### config.mk
export PLATFORM = sky130hd
export DESIGN_NAME = uart_tx_ser_buf
export DESIGN_NICKNAME = d
export VERILOG_FILES = /design/src/rtl/uart_tx_pkg.sv /design/src/rtl/uart_tx_hold_reg.sv /design/src/rtl/uart_tx_ser_buf.sv
export SDC_FILE = /design/constraint.sdc
export NUM_CORES = 1
export LEC_CHECK = 0
export CORE_UTILIZATION = 50
export DETAILED_ROUTE_END_ITERATION = 7
export PLACE_DENSITY = 0.75
export SETUP_SLACK_MARGIN = 0.1
export SKIP_CTS_REPAIR_TIMING = 1
export SKIP_LAST_GASP = 1
export SLEW_MARGIN = 5
export SYNTH_ARGS = -nofsm -noshare
export SYNTH_HDL_FRONTEND = slang
export SYNTH_SLANG_ARGS = --single-unit
### constraint.sdc
create_clock -name CLK -period 2.1 [get_ports CLK]
set_input_delay 0.42 -clock CLK [delete_from_list [all_inputs] [get_ports CLK]]
set_output_delay 0.42 -clock CLK [all_outputs]
set_load 0.1 [all_outputs]
### src/rtl/uart_tx_pkg.sv
// Shared constants, shifter state type and bit-order helper for the UART TX serializer.
package uart_tx_pkg;

  localparam int unsigned DEF_DATA_WIDTH = 8;
  localparam int unsigned DEF_LSB_FIRST  = 1;
  localparam logic        DEF_IDLE_LEVEL = 1'b1;

  typedef enum logic {
    SH_EMPTY,
    SH_ACTIVE
  } shift_state_t;

  // Position in the shift register of the bit that leaves next.
  function automatic int unsigned out_bit_pos(input bit lsb_first, input int unsigned width);
    return lsb_first ? 0 : (width - 1);
  endfunction

endpackage

### src/rtl/uart_tx_hold_reg.sv
// One-entry holding register: valid/ready on the write side, pop on the read side.
module uart_tx_hold_reg
  import uart_tx_pkg::*;
#(
  parameter int unsigned DATA_WIDTH = DEF_DATA_WIDTH
) (
  input  logic                  clk,
  input  logic                  rst_n,
  input  logic                  valid,
  input  logic [DATA_WIDTH-1:0] data,
  output logic                  ready,
  input  logic                  pop,
  output logic                  full,
  output logic [DATA_WIDTH-1:0] held
);

  // Capture a word when empty; release it on pop. Both cannot coincide since pop needs full.
  always_ff @(posedge clk) begin
    if (!rst_n) begin
      full <= 1'b0;
      held <= '0;
    end else if (valid && !full) begin
      full <= 1'b1;
      held <= data;
    end else if (pop) begin
      full <= 1'b0;
    end
  end

  assign ready = !full;

endmodule

### src/rtl/uart_tx_ser_buf.sv
// Double-buffered parallel-to-serial shifter for the UART TX path.
module uart_tx_ser_buf
  import uart_tx_pkg::*;
#(
  parameter int unsigned DATA_WIDTH = DEF_DATA_WIDTH,
  parameter int unsigned LSB_FIRST  = DEF_LSB_FIRST,
  parameter logic        IDLE_LEVEL = DEF_IDLE_LEVEL
) (
  input  logic                  CLK,
  input  logic                  RST,
  input  logic                  Data_Valid,
  input  logic [DATA_WIDTH-1:0] P_DATA,
  output logic                  Data_Ready,
  input  logic                  ser_en,
  output logic                  ser_busy,
  output logic                  ser_done,
  output logic                  S_DATA,
  output logic                  PAR_BIT
);

  localparam int unsigned     CW       = $clog2(DATA_WIDTH);
  localparam int unsigned     OUT_POS  = out_bit_pos(LSB_FIRST != 0, DATA_WIDTH);
  localparam logic [CW-1:0]   LAST_CNT = CW'(DATA_WIDTH - 1);

  shift_state_t          state;
  logic [DATA_WIDTH-1:0] sh_word;
  logic [CW-1:0]         bit_cnt;
  logic                  hold_full;
  logic [DATA_WIDTH-1:0] hold_data;
  logic                  shift_now;
  logic                  last_bit;
  logic                  xfer;

  uart_tx_hold_reg #(
    .DATA_WIDTH(DATA_WIDTH)
  ) u_hold (
    .clk  (CLK),
    .rst_n(RST),
    .valid(Data_Valid),
    .data (P_DATA),
    .ready(Data_Ready),
    .pop  (xfer),
    .full (hold_full),
    .held (hold_data)
  );

  // Decode shift, last-bit and transfer conditions for this edge.
  always_comb begin
    shift_now = (state == SH_ACTIVE) && ser_en;
    last_bit  = shift_now && (bit_cnt == LAST_CNT);
    xfer      = hold_full && ((state == SH_EMPTY) || last_bit);
  end

  // Shifter FSM: emit bits on strobes, pulse done on the last bit, reload from the holding register.
  always_ff @(posedge CLK) begin
    if (!RST) begin
      state    <= SH_EMPTY;
      sh_word  <= '0;
      bit_cnt  <= '0;
      S_DATA   <= IDLE_LEVEL;
      ser_done <= 1'b0;
      PAR_BIT  <= 1'b0;
    end else begin
      ser_done <= 1'b0;
      if (shift_now) begin
        S_DATA  <= sh_word[OUT_POS];
        sh_word <= (LSB_FIRST != 0) ? (sh_word >> 1) : (sh_word << 1);
        bit_cnt <= bit_cnt + CW'(1);
        if (last_bit) begin
          ser_done <= 1'b1;
          state    <= SH_EMPTY;
        end
      end
      // Transfer is placed last so a held word overrides the last-bit EMPTY and
      // the next word's first bit follows on the very next strobe.
      if (xfer) begin
        state   <= SH_ACTIVE;
        sh_word <= hold_data;
        bit_cnt <= '0;
        PAR_BIT <= ^hold_data;
      end
    end
  end

  assign ser_busy = (state == SH_ACTIVE);

endmodule

==> results.yml <==
outcome:
  outcome: "finished clean"
power:
  power.total_mw: 1.07
  p_comb_frac: 0.213
  p_int_mw: 0.779
  switching_power_mw: 0.292
  seq_power_share: 0.476
  clockPowerShare: 0.311
  swShare: 0.273
  p_per_area_nw_per_um2: 821
  leakage_nw: 0.574
  irDropWorstVdd_v: 0.000554
timing:
  relSlewSlack: 0.659
  setup_ws_ns: 0.520
  finalHoldViolCount: 0
  post-route-min-period_ns: 1.58
  rsz0062_at_grt: "false"
  setup_viol: 0
  holdWs_ns: 0.487
  period_share: 0.752
  tightest_slew_ns: 0.510
  fmax_mhz: 633
  drv_slew: 0
  skew_ns: 0.00530
  finalSetupTns_ns: 0
place:
  numPortBuffers: 16
  gp_congestion: 0.807
  post-place-ws_ns: 0.357
  place_area_um2: 1250
  dp_cells: 153
  dp.final_hpwl_mm: 1.34
layout:
  stdcell_count: 157
  drive_above_1_share: 0.138
  nFillCells: 168
  area_growth_pct: 22.2
  nNetsFinal: 145
  final_core_util: 0.658
  n_antenna_cell: 0
  post-route-cell-area_um2: 1300
clocking:
  cts_buffer_depth: 2
  htreeDepth: 1
  path_clk_slew_ns: 0.13
  cts_tree: "built"
  root_buffer: "clkbuf_4"
  worstSkewPairLatency_ns: 0.32
  cts_buffers: 3
  cts.sinks: 24
logic_synthesis:
  syn_area_per_cell_um2: 9.44
  syn_area_um2: 1070
  yosysUniqueCellTypes: 23
  yosysSeqAreaShare: 0.450
  ys_warn_count: 0
  syn_inst: 113
  yosys_register_bits: 24
  synth_fp_nets: 127
worst_setup_path:
  crit_arrival_ns: 1.83
  crit_chain: "ha_1 > ha_1 > a21boi_2 > nand2b_1 > buf_4 > nand3_1 > a21boi_0"
  worst_path_most_repeated_cell: "ha_1"
  crit_required_ns: 2.35
  critical_path.endpoint_type: "flip-flop"
  slowest_stage: "dfxtp_1"
  crit_type: "reg2reg"
  worstPathMaxFanout: 16
  critPathLaunchType: "flip-flop"
  path_buf_inv: 1
  slowest_delay_ns: 0.35
  crit_family: "adder cells"
grt:
  grt_pass1_vias: 738
  gr-usage-all-layers: 0.189
  grt_pass1_wl_mm: 3.02
  antenna_found_initial: 0
  globalRouteOverflowTotal: 0
  grt_max_degree: 17
floorplan:
  die_height_um: 48.2
  dieArea_um2: 2320
  boundaryPins: 17
  die-width_um: 48.2
  row_count: 16
  initial_core_util: 0.539
  core_area_um2: 1980
route:
  num_vias: 820
  drc_errors: 0
  antenna_left: 0
  wire_per_inst_um: 12.1
  drt_iter0_drc: 12
  firstDrtPassIters: 4
  wl_mm: 1.90
  vias_per_cell: 5.22
worst_hold_path:
  hold_class: "reg2reg"
run:
  cap_viol_max_count: 0
worst paths after layout:
path	slack, ns	endpoint	depth (start not counted)	from
setup / recovery	0.52	sh_word[7]$_SDFFE_PN0P_	7	bit_cnt[0]$_SDFFE_PP0P_
setup reg to reg	0.52	sh_word[7]$_SDFFE_PN0P_	7	bit_cnt[0]$_SDFFE_PP0P_
hold reg to reg	0.49	bit_cnt[2]$_SDFFE_PP0P_	2	bit_cnt[2]$_SDFFE_PP0P_
hold / removal	0.49	bit_cnt[2]$_SDFFE_PP0P_	2	bit_cnt[2]$_SDFFE_PP0P_
placed cells by master, fill, tap and decap left out, types with 2 or more instances in the layout:
cell,instances
nor2b_1,9
clkdlybuf4s50_1,11
clkbuf_4,3
a21oi_2,2
nand3_1,19
ha_1,2
nand2_1,13
nor2_1,5
buf_4,9
mux2i_1,8
o211a_1,7
xnor2_1,7
dfxtp_1,24
layer usage:
| layer | part of all wire | global-route usage | wire [um] | up-vias |
|---|---|---|---|---|
| met4 | 0.027 | 0.100 | 52 | 0 |
| met2 | 0.44 | 0.296 | 839 | 21 |
| met5 | 0 | 0 | 0 | - |
| met1 | 0.50 | 0.240 | 941 | 376 |
| met3 | 0.036 | 0.0444 | 68 | 7 |
| li1 | - | - | - | 416 |
logic make-up (layout without fill, tap and decap cells):
kind of cell,after synthesis,in the layout,share of synthesized area
AND/OR/NAND/NOR,48,48,0.222
flip-flops,24,24,0.450
AO/OA/AOI/OAI,14,14,0.116
buffers and inverters,9,26,0.0481
XOR/XNOR,8,8,0.0657
multiplexers,8,8,0.0750
adder cells (fa/ha/maj),2,2,0.0234
sequential cells by signal (all words and copies together), names as in the netlist:
register,cells
sh_word,8
u_hold.held,8
bit_cnt,3
PAR_BIT,1
S_DATA,1
ser_busy,1
ser_done,1
u_hold.full,1
power groups by stage:
| stage | logic [mW] | clock network [mW] | registers [mW] |
|---|---|---|---|
| final | 0.228 | 0.333 | 0.510 |
| after global routing | 0.245 | 0.352 | 0.514 |
| after CTS | 0.229 | 0.339 | 0.510 |
| after detailed placement | 0.228 | 0 | 0.520 |
| after global placement | 0.223 | 0 | 0.519 |
| after floorplan | 0.135 | 0 | 0.552 |
cells in the mapped netlist, drive strengths merged:
cell,n,area share
nor2b,9,0.053
a21boi,2,0.018
clkbuf,3,0.011
nand3,19,0.089
nand2,14,0.056
xor2,1,0.0082
mux2i,8,0.075
nor2,5,0.018
xnor2,7,0.057
nand2b,1,0.0059
o21a,1,0.0070
ha,2,0.023
o211a,7,0.066
inv,1,0.0035
buf,5,0.034
o21ai,1,0.0047
a21oi,3,0.021
dfxtp,24,0.45
layout make-up:
cell class / instances / area [um2] / area share
timing repair buffer: 21 / 198 / 0.152
clock inverter: 1 / 30.0 / 0.0230
sequential: 24 / 480 / 0.369
clock buffer: 3 / 22.5 / 0.0173
multi-input combinational: 80 / 536 / 0.411
tap: 27 / 33.8 / 0.0259
inverter: 1 / 3.75 / 0.00288
tightest hold or removal path, stage by stage (launching register included):
cell and delay, ns:
dfxtp_1 0.34, nand2_1 0.07, a21oi_2 0.05
Power figures use the tool's default switching activity.
